### config.mk
export PLATFORM = sky130hd
export DESIGN_NAME = serial_disp_rx
export DESIGN_NICKNAME = d
export VERILOG_FILES = /design/src/rtl/serial_disp_rx.sv
export SDC_FILE = /design/constraint.sdc
export NUM_CORES = 1
export LEC_CHECK = 0
export ABC_AREA = 1
export CAP_MARGIN = 20
export CORE_UTILIZATION = 53
export DETAILED_ROUTE_END_ITERATION = 6
export PLACE_DENSITY_LB_ADDON = 0.15
export SETUP_SLACK_MARGIN = 0.1
export SYNTH_ARGS = -nofsm -noshare
export SYNTH_HDL_FRONTEND = slang
export SYNTH_SLANG_ARGS = --single-unit
export TNS_END_PERCENT = 1
### constraint.sdc
create_clock -name clk -period 1.37 [get_ports clk]
set_input_delay 0.2055 -clock clk [delete_from_list [all_inputs] [get_ports clk]]
set_output_delay 0.2055 -clock clk [all_outputs]
set_load 0.05 [all_outputs]
### src/rtl/serial_disp_rx.sv
// Receiver for a serially shifted 7-segment display frame.
// The pins are asynchronous to clk. A SEG_PEN rising edge commits the shifted frame.
module serial_disp_rx #(
    parameter int unsigned FRAME_BITS  = 64,
    parameter int unsigned SYNC_STAGES = 2
) (
    input  logic                  clk,
    input  logic                  rst,
    input  logic                  seg_clk,
    input  logic                  seg_sout,
    input  logic                  SEG_PEN,
    input  logic                  seg_clrn,
    output logic [FRAME_BITS-1:0] data_out,
    output logic                  frame_valid,
    output logic                  frame_err,
    output logic                  overrun,
    output logic [6:0]            bit_cnt
);

    typedef enum logic [1:0] {StIdle, StShift, StFull} state_e;

    localparam logic [6:0] FrameCnt = FRAME_BITS[6:0];

    state_e                       state_q, state_d;
    logic [3:0][SYNC_STAGES-1:0]  sync_q;
    logic [SYNC_STAGES:0]         fill_q;
    logic                         clk_dly_q, pen_dly_q;
    logic [FRAME_BITS-1:0]        shreg_q, shreg_d;
    logic [FRAME_BITS-1:0]        data_q, data_d;
    logic [6:0]                   cnt_q, cnt_d;
    logic                         ovr_q, ovr_d;
    logic                         fv_q, fv_d;
    logic                         fe_q, fe_d;

    logic [3:0] sync_in;
    logic       s_clk, s_sout, s_pen, s_clr, armed, clk_rise, pen_rise;

    // Clear is synchronized inverted so the all-zero reset state reads as "not clearing".
    assign sync_in  = {~seg_clrn, SEG_PEN, seg_sout, seg_clk};
    assign s_clk    = sync_q[0][SYNC_STAGES-1];
    assign s_sout   = sync_q[1][SYNC_STAGES-1];
    assign s_pen    = sync_q[2][SYNC_STAGES-1];
    assign s_clr    = sync_q[3][SYNC_STAGES-1];
    // Edges are ignored until the chains and delay flops hold real pin values,
    // so a pin already high at reset release does not look like an edge.
    assign armed    = fill_q[SYNC_STAGES];
    assign clk_rise = armed & s_clk & ~clk_dly_q;
    assign pen_rise = armed & s_pen & ~pen_dly_q;

    always_ff @(posedge clk) begin
        if (rst) begin
            sync_q    <= '0;
            fill_q    <= '0;
            clk_dly_q <= 1'b0;
            pen_dly_q <= 1'b0;
            state_q   <= StIdle;
            shreg_q   <= '0;
            data_q    <= '0;
            cnt_q     <= '0;
            ovr_q     <= 1'b0;
            fv_q      <= 1'b0;
            fe_q      <= 1'b0;
        end else begin
            for (int i = 0; i < 4; i++) begin
                sync_q[i] <= {sync_q[i][SYNC_STAGES-2:0], sync_in[i]};
            end
            fill_q    <= {fill_q[SYNC_STAGES-1:0], 1'b1};
            clk_dly_q <= s_clk;
            pen_dly_q <= s_pen;
            state_q   <= state_d;
            shreg_q   <= shreg_d;
            data_q    <= data_d;
            cnt_q     <= cnt_d;
            ovr_q     <= ovr_d;
            fv_q      <= fv_d;
            fe_q      <= fe_d;
        end
    end

    // A commit takes precedence over a coincident shift, which is dropped.
    always_comb begin
        state_d = state_q;
        shreg_d = shreg_q;
        data_d  = data_q;
        cnt_d   = cnt_q;
        ovr_d   = ovr_q;
        if (s_clr) begin
            state_d = StIdle;
            shreg_d = '0;
            data_d  = '0;
            cnt_d   = '0;
            ovr_d   = 1'b0;
        end else if (pen_rise) begin
            if (state_q == StFull) begin
                data_d = shreg_q;
            end else begin
                shreg_d = '0;
            end
            cnt_d   = '0;
            state_d = StIdle;
        end else if (clk_rise) begin
            if (state_q == StFull) begin
                ovr_d = 1'b1;
            end else begin
                shreg_d = {shreg_q[FRAME_BITS-2:0], s_sout};
                cnt_d   = cnt_q + 7'd1;
                state_d = (cnt_q + 7'd1 == FrameCnt) ? StFull : StShift;
            end
        end
    end

    always_comb begin
        fv_d = 1'b0;
        fe_d = 1'b0;
        if (!s_clr && pen_rise) begin
            fv_d = (state_q == StFull);
            fe_d = (state_q != StFull);
        end
    end

    assign data_out    = data_q;
    assign frame_valid = fv_q;
    assign frame_err   = fe_q;
    assign overrun     = ovr_q;
    assign bit_cnt     = cnt_q;

endmodule

==> results by stage, run 1 <==
CTS:
- The later pin in the worst-skew pair is clocked with a latency of 0.55 ns.
- The number of buffers between clock root and the deepest sink is 2.
- The TritonCTS sink count is 153.
- TritonCTS created 17 clock buffers.
- The H-tree generated during clock tree synthesis spans 4 levels.
- The clock slew seen by the registers of the worst setup and hold paths is 0.07 ns.
- The root buffer cell chosen for the clock tree is sky130_fd_sc_hd__clkbuf_8.
- TritonCTS built the clock tree.

Pwr:
- The power density of the placed cells is 1120 nW/um^2.
- Overall power consumption after layout is estimated at 0.00978 W.
- The analysis attributes to cell leakage a power of 3.45 nW.
- The maximum vdd ir drop is 1.12 mV.

Status:
- The final reports fail on negative setup slack.
- The run finished, with violations left.

Finish:
- The count of cells in the finished layout, fillers not included, comes to 890.
- The number of fill cells in the layout is 421.
- The post-route netlist has 41.0% of its cells at a drive strength greater than 1.
- The multi-input combinational cells in the finished layout cover a total of 2390 sq um.
- Relative to the synthesized area, the layout overhead comes to 61.5%.
- The final antenna diode count is 0.
- The final layout contains 752 nets.
- Across the whole layout, storage elements account for 3130 sq um.

Route:
- The number of DRC markers in iteration 0 is 454.
- For this run, the detailed router's first-pass iteration total came to 7.
- Once detail routing completed, the nets flagged for antenna violations numbered 0.
- The DRC violation count after routing is 0.
- Dividing the detail-routed wire length by the instance count gives 21.5 microns.
- The final wirelength is 19.1 mm.
- The total number of vias is 5342.
- Using the TritonRoute via totals, the vias-per-cell ratio works out to 6.00.

Placement:
- In this run, placement finished with an instance count of 842.
- The number of port buffers is 79.
- Routability-driven placement finished with a final weighted congestion of 0.831.
- The placed wire-length estimate is 7.80 mm.

Synthesis:
- The cell accounting for the most synthesized area is sky130_fd_sc_hd__dfxtp_1.
- The average instance in the mapped netlist occupies 8.30 sq um.
- The area fraction of the dominant cell type after synthesis is 56.8%.
- Yosys attributes the largest share of cell area to sky130_fd_sc_hd__dfxtp_1, sky130_fd_sc_hd__nand3_1, sky130_fd_sc_hd__o21ai_0.
- The net count after synthesis is 657.
- The synthesized design contains 153 register bits.
- The synthesized netlist occupies a cell area of 5390 sq um.
- Yosys mapped the design onto 28 distinct sky130hd cell types.
- The synthesized instance count is 650.
- The synthesis warning total is 0.
- The share of the Yosys chip area taken by registers is 56.8%.

Floorplan:
- The die is 103 microns wide.
- The starting utilization of the core area is 54.9%.
- The overall die height is 103 microns.
- In this run the core area contains 36 standard-cell rows.
- After floorplanning, the core was sized to cover 9820 sq um.
- During I/O placement, the number of pins put on the boundary was 80.
- The area of the die is 10600 sq um.

STA:
- The worst clock skew on the final layout is 0.0127 ns.
- The final cycle utilization of the critical path is 115%.
- Setup violations remaining at the end of the flow were counted as 130.
- Derived from the worst setup path, the maximum achievable clock frequency is 633 MHz.
- The worst hold slack after final layout is 0.170 ns.
- Measured against its own limit, the worst slew margin works out to 76.0%.
- The hold violation total from the final report is 0.
- The routed design could run at a clock period as short as 1.58 ns.
- Setup repair after global routing could not meet its margin everywhere.
- For the pin with the worst max-slew slack, the measured transition is 0.356 ns.
- The number of max-slew violations in the final report is 0.
- The final setup slack of the worst path is -0.210 ns.

Worst setup path:
- Data on the critical path is required at its endpoint by 1.80 ns.
- The most critical setup path has its startpoint at clk_dly_q.
- In this run the critical register-to-register path is captured at shreg_q[62].
- The critical path in this run is classified as flip-flop to flip-flop.
- The arrival time at the worst endpoint is 2.01 ns.
- The kind of start point of the critical path is a flip-flop.
- The setup slack of the worst register-to-register path is -0.21 ns.
- The highest net fanout along the worst path is 5.
- The kind of end point of the critical path is a flip-flop.
- Measured in cells, the most critical reg-to-reg path has a length of 8.
- The start of the worst register-to-register path is clk_dly_q.

Min path:
- The startpoint identified for the worst hold timing path is seg_clrn.
- The min-delay analysis places its worst path in the category input port to flip-flop.
- For hold timing, the worst endpoint is sync_q[6].
- The worst hold path was traced through 2 stages.

Global routing:
- The overall overflow remaining after global route is 0.
- In the global route stage, overall resource usage came out at 28.4%.
- The initial antenna violation count is 0.
- The first global-routing pass estimated 23.0 mm of wire.
- The number of global-route vias before repair came to 4701.
- The pin count of the biggest net entering global routing is 45.

Job:
- The count of maximum capacitance violations is 0.
## state kept, by name (all words and copies together), names as in the netlist
signal and flops:
clk_dly_q 1, sync_q 4, s_sout 1, shreg_q 64, data_out 64, pen_dly_q 1
bit_cnt 7, state_q 2, s_clr 1, s_pen 1, frame_valid 1, frame_err 1
overrun 1, s_clk 1, fill_q 3
## Yosys cell counts, drive strengths merged
master and n:
nor3 2, buf 31, clkbuf 16, dfxtp 153, a21oi 36, a211oi 1, nand3b 1, nand3 104
inv 55, or2 1, o211ai 1, ha 1, nor2 96, o21ai 95, a31oi 2, nand4 2
o31ai 1, nand2 51, xnor2 1
## critical path: stages (launching register included)
cell and delay, ns:
sky130_fd_sc_hd__dfxtp_1 0.31, sky130_fd_sc_hd__nand3b_1 0.25, sky130_fd_sc_hd__nor2_4 0.24, sky130_fd_sc_hd__buf_12 0.15, sky130_fd_sc_hd__a21oi_4 0.04, sky130_fd_sc_hd__buf_12 0.14
sky130_fd_sc_hd__buf_6 0.14, sky130_fd_sc_hd__nand3_2 0.08, sky130_fd_sc_hd__o21ai_1 0.09
## worst max path at each step
stage / slack [ns] / end / cells past startpoint
3_3_place_gp: -0.12 / state_q[0] / 9
6_report: -0.21 / shreg_q[62] / 8
3_5_place_dp: -0.23 / shreg_q[46] / 7
4_1_cts: -0.01 / shreg_q[50] / 5
2_1_floorplan: 0.11 / state_q[0] / 8
5_1_grt: -0.24 / shreg_q[62] / 8
## layer usage
metal | GRT usage (%) | part of all wire (%)
met1 | 31.9 | 36
met2 | 50.9 | 51
met3 | 6.24 | 7.3
met4 | 13.8 | 5.1
met5 | 0 | 0
## cell families after synthesis
group	Yosys count	share of synthesized area [%]
buffers and inverters	102	8.54
DFF	153	56.8
xor gates and xnor gates	1	0.162
and+or+nand+nor	257	21.3
AOI/OAI and AO/OA	136	13.0
adders and majority gates	1	0.232
## stage by stage
step                      setup WS [ns]  cell area, sq um  util [%]  setup TNS, ns
final                            -0.210              8710      88.7         -14.29
after floorplan                   0.105              5420         -              0
after detailed placement         -0.228              7200      73.3         -12.90
after global placement           -0.122              7200      73.3          -7.39
after CTS                      -0.00972              8230      83.8        -0.0173
after global routing             -0.244              8710      88.7         -19.68
## layout by cell type, fill, tap and decap left out, types with 2 or more instances in the layout
cell type	synthesis	layout
sky130_fd_sc_hd__bufinv_16	0	4
sky130_fd_sc_hd__nor2_2	3	13
sky130_fd_sc_hd__nand2_1	50	47
sky130_fd_sc_hd__inv_2	6	4
sky130_fd_sc_hd__buf_8	0	2
sky130_fd_sc_hd__buf_6	2	6
sky130_fd_sc_hd__o21ai_2	0	26
sky130_fd_sc_hd__inv_1	49	49
sky130_fd_sc_hd__dfxtp_2	0	38
sky130_fd_sc_hd__nand3_4	0	2
sky130_fd_sc_hd__clkdlybuf4s50_1	0	5
sky130_fd_sc_hd__inv_8	0	2
sky130_fd_sc_hd__nor2_4	3	22
sky130_fd_sc_hd__nand3_1	104	61
sky130_fd_sc_hd__dfxtp_4	0	6
sky130_fd_sc_hd__buf_16	0	2
sky130_fd_sc_hd__nand2_2	0	3
sky130_fd_sc_hd__o21ai_0	73	42
sky130_fd_sc_hd__nor2_1	90	61
sky130_fd_sc_hd__buf_4	11	16
sky130_fd_sc_hd__clkinv_2	0	2
sky130_fd_sc_hd__dfxtp_1	153	109
sky130_fd_sc_hd__a21oi_1	35	33
sky130_fd_sc_hd__clkbuf_16	0	21
sky130_fd_sc_hd__a21oi_2	0	2
sky130_fd_sc_hd__nand3_2	0	41
sky130_fd_sc_hd__nand4_1	2	2
sky130_fd_sc_hd__nor3_1	2	2
sky130_fd_sc_hd__buf_12	0	87
sky130_fd_sc_hd__a31oi_1	2	2
sky130_fd_sc_hd__inv_6	0	2
sky130_fd_sc_hd__o21ai_1	22	27
sky130_fd_sc_hd__clkinv_4	0	4
## final cells by class
class / count / area share (%)
timing repair buffer: 123 / 25.1
clock buffer: 18 / 4.80
multi-input combinational: 395 / 27.5
tap: 133 / 1.91
inverter: 55 / 2.49
clock inverter: 13 / 2.23
sequential: 153 / 36.0
## power by group
group / total (W) / internal (W) / switching [W]
registers: 0.00447 / 0.00445 / 0.0000129
logic: 0.000328 / 0.000122 / 0.000206
clock network: 0.00499 / 0.00298 / 0.00201
total: 0.00978 / 0.00756 / 0.00223
## what timing repair did
item | CTS | global route
hold buffers | 0 | 0
gates resized for setup | 143 | 70
pin swaps | 56 | 29
setup endpoints to repair | 173 | 178
gates cloned | 0 | 8
buffers inserted | 1 | 8
No activity file was read; power rests on OpenSTA's default activity.
==> run 2, diff against run 1 <==
Settings changed: MAX_ROUTING_LAYER from default to met4, SKIP_CTS_REPAIR_TIMING from default to 1.
==> run 2 against run 1 <==
Critical endpoint is now shreg_q[44]. Via count down 7.5%. Final cell count down 0.34%. The flow still finishes with violations (negative setup slack). Largest cell class unchanged. Sequential power about the same. First-iteration DRC count down 29%. Register-to-register slack better by 0.12 ns. Flip-flop and latch count unchanged. Core utilization down 4.0 points. Worst hold slack better by 0.015 ns. Power down 1.7%. Cell area down 4.5%. Sequential share of layout area up 2.0 points.
==> results by stage, run 2 (synthesis gave the netlist of run 1 again) <==
Placement:
- The worst slack at placement is -0.228 ns.
- The placed wire-length estimate is 7.80 mm.
- The placed standard-cell area is 7200 sq um.
- The number of port buffers is 79.
- Including well taps, the total number of placed cells is 842.
- The last weighted congestion value of the routability-driven placer is 0.844.

Worst setup path:
- The kind of end point of the critical path is a flip-flop.
- The highest net fanout along the worst path is 11.
- The kind of start point of the critical path is a flip-flop.
- STA puts the critical path data arrival time at 1.86 ns.
- Counting cells, the worst reg-to-reg path comes to 7.
- The worst register-to-register path begins at clk_dly_q.
- The type of the worst setup path is flip-flop to flip-flop.
- The setup slack of the worst register-to-register path is -0.09 ns.
- In this run the critical register-to-register path is captured at shreg_q[44].
- STA puts the critical path data required time at 1.77 ns.
- The end of the critical path is shreg_q[44].
- Tracing the worst setup path back leads to its startpoint at clk_dly_q.

Finish:
- The top cell types in the final layout, fill and taps aside, are sky130_fd_sc_hd__buf_12, sky130_fd_sc_hd__dfxtp_1, sky130_fd_sc_hd__nor2_1.
- The repair_antennas step left the layout with diodes totalling 0.
- The final design instance area without fill is 8320 sq um.
- Of the cells placed in the final design, the portion with a size suffix greater than 1 is 36.2%.
- After the last flow step, the layout net total stands at 749.
- The finished layout holds 887 standard cells, fillers aside.
- The most frequent standard cell in the layout excluding fill and tap cells is sky130_fd_sc_hd__buf_12.
- The area added between synthesis and finish is 54.2%.

Route:
- The first routing iteration left 324 violations.
- The average via count per standard cell is 5.57.
- Summed over all layers, the routed wires come to 15.1 mm.
- The wire length per cell is 17.1 microns.
- The total number of vias is 4943.
- In this run the remaining antenna-violating nets after routing total 0.
- In the routed design, unresolved DRC markers number 0.
- The first TritonRoute pass finished after 5 iterations.

Pwr:
- Net switching is 21.6% of the power.
- The power density of the placed cells is 1160 nW/um^2.
- Per report_power, the sequential group accounts for 46.4% of the total.
- The clock power share is 50.6%.
- Summed over all nets, the switching power comes to 0.00208 W.
- The static leakage is 3.44 nW.
- The maximum vdd ir drop is 1.09 mV.
- Internal power comes to 0.00755 W.
- The share of total power dissipated in combinational logic is 3.0%.

Status:
- The run finished, with violations left.
- The final reports fail on negative setup slack.

STA:
- The maximum achievable frequency is 687 MHz.
- Summed over all failing endpoints, the final setup total negative slack is -1.04 ns.
- Setup repair after global routing could not meet its margin everywhere.
- For the pin with the worst max-slew slack, the measured transition is 0.301 ns.
- Setup violations remaining at the end of the flow were counted as 54.
- For the finished layout, the period the worst path requires is 1.46 ns.
- Hold is met by 0.185 ns.
- Between clock sinks in the finished design, the worst skew comes to 0.00804 ns.
- The normalized max-slew margin is 79.9%.
- The number of max-slew violations in the final report came to 0.
- Once routing completed, OpenROAD measured the worst setup slack at -0.0859 ns.
- The hold violation total from the final report is 0.
- After layout, the worst path uses 106% of the clock period.

Global routing:
- The initial antenna violation count is 0.
- The overall overflow remaining after global route is 0.
- Entering global routing, the biggest net connects 45 pins.
- The overall routing resource usage is 25.6%.
- The number of global-route vias before repair is 4313.
- The first global-routing pass estimated 20.3 mm of wire.

Floorplan:
- The number of core rows is 36.
- The area of the core is 9820 sq um.
- The overall die height is 103 microns.
- The area of the die is 10600 sq um.
- The starting utilization of the core area is 54.9%.
- The die outline width is 103 microns.
- The number of ports placed on the die boundary is 80.

Job:
- The tool flagged a number of max-cap violations equal to 0.

CTS:
- The clock slew seen by the registers of the worst setup and hold paths is 0.06 ns.
- The root cell of the clock tree is sky130_fd_sc_hd__clkbuf_8.
- The TritonCTS sink count is 153.
- The number of levels the H-tree was split into is 4.
- The clock latency at the later pin of the worst-skew pair is 0.53 ns.
- The number of buffers between clock root and the deepest sink is 2.
- The number of buffers created by CTS is 17.
- The CTS tree is done.

Min path:
- The class of the most critical hold timing path is input port to flip-flop.
## run 2: how the worst min path moves through the flow
stage / start / endpoint / slack [ns] / cells after the start
2_1_floorplan: seg_clrn / sync_q[6] / 0.27 / 1
5_1_grt: seg_clk / sync_q[0] / 0.19 / 3
4_1_cts: seg_clrn / sync_q[6] / 0.19 / 2
3_3_place_gp: sync_q[4] / s_pen / 0.39 / 2
3_5_place_dp: fill_q[1] / fill_q[2] / 0.39 / 2
6_report: seg_clrn / sync_q[6] / 0.18 / 2
## run 2: worst max-delay path: stages, from the launching register on
cell and delay (ns):
sky130_fd_sc_hd__dfxtp_1 0.29, sky130_fd_sc_hd__nand3b_1 0.22, sky130_fd_sc_hd__nor2_4 0.27, sky130_fd_sc_hd__a21oi_4 0.06, sky130_fd_sc_hd__buf_12 0.15, sky130_fd_sc_hd__buf_6 0.16, sky130_fd_sc_hd__nand3_1 0.08, sky130_fd_sc_hd__o21ai_0 0.10
## run 2: area by class of cell
type,instances,area [sq um]
well taps,133,166
fillers,512,1500
multi-input cells,395,2100
flip-flops and latches,153,3160
clock inverters,13,194
inverters,55,206
repair buffers,120,2070
clock buffers,18,418
## run 2: routing by layer
layer  global-route usage [%]  routed length [microns]  vias up
li1                         -                        -     2314
met1                     29.5                     6010     2376
met2                     42.8                     7940      208
met3                     6.24                      779       45
met4                     10.4                      406        0
met5                        -                        0        -
## run 2: per-stage QoR
step                total power [W]  utilization, %
finish                      0.00962            84.7
global route                0.00986            84.7
CTS                         0.00957            79.6
detailed placement          0.00481            73.3
global placement            0.00481            73.3
floorplan                   0.00470               -
## run 2: power by group through the flow
stage | sequential [W] | combinational, W | clock, W
after detailed placement | 0.00457 | 0.000242 | 0
final | 0.00447 | 0.000287 | 0.00487
after global placement | 0.00457 | 0.000237 | 0
after global routing | 0.00447 | 0.000306 | 0.00509
after CTS | 0.00447 | 0.000244 | 0.00485
after floorplan | 0.00457 | 0.000132 | 0
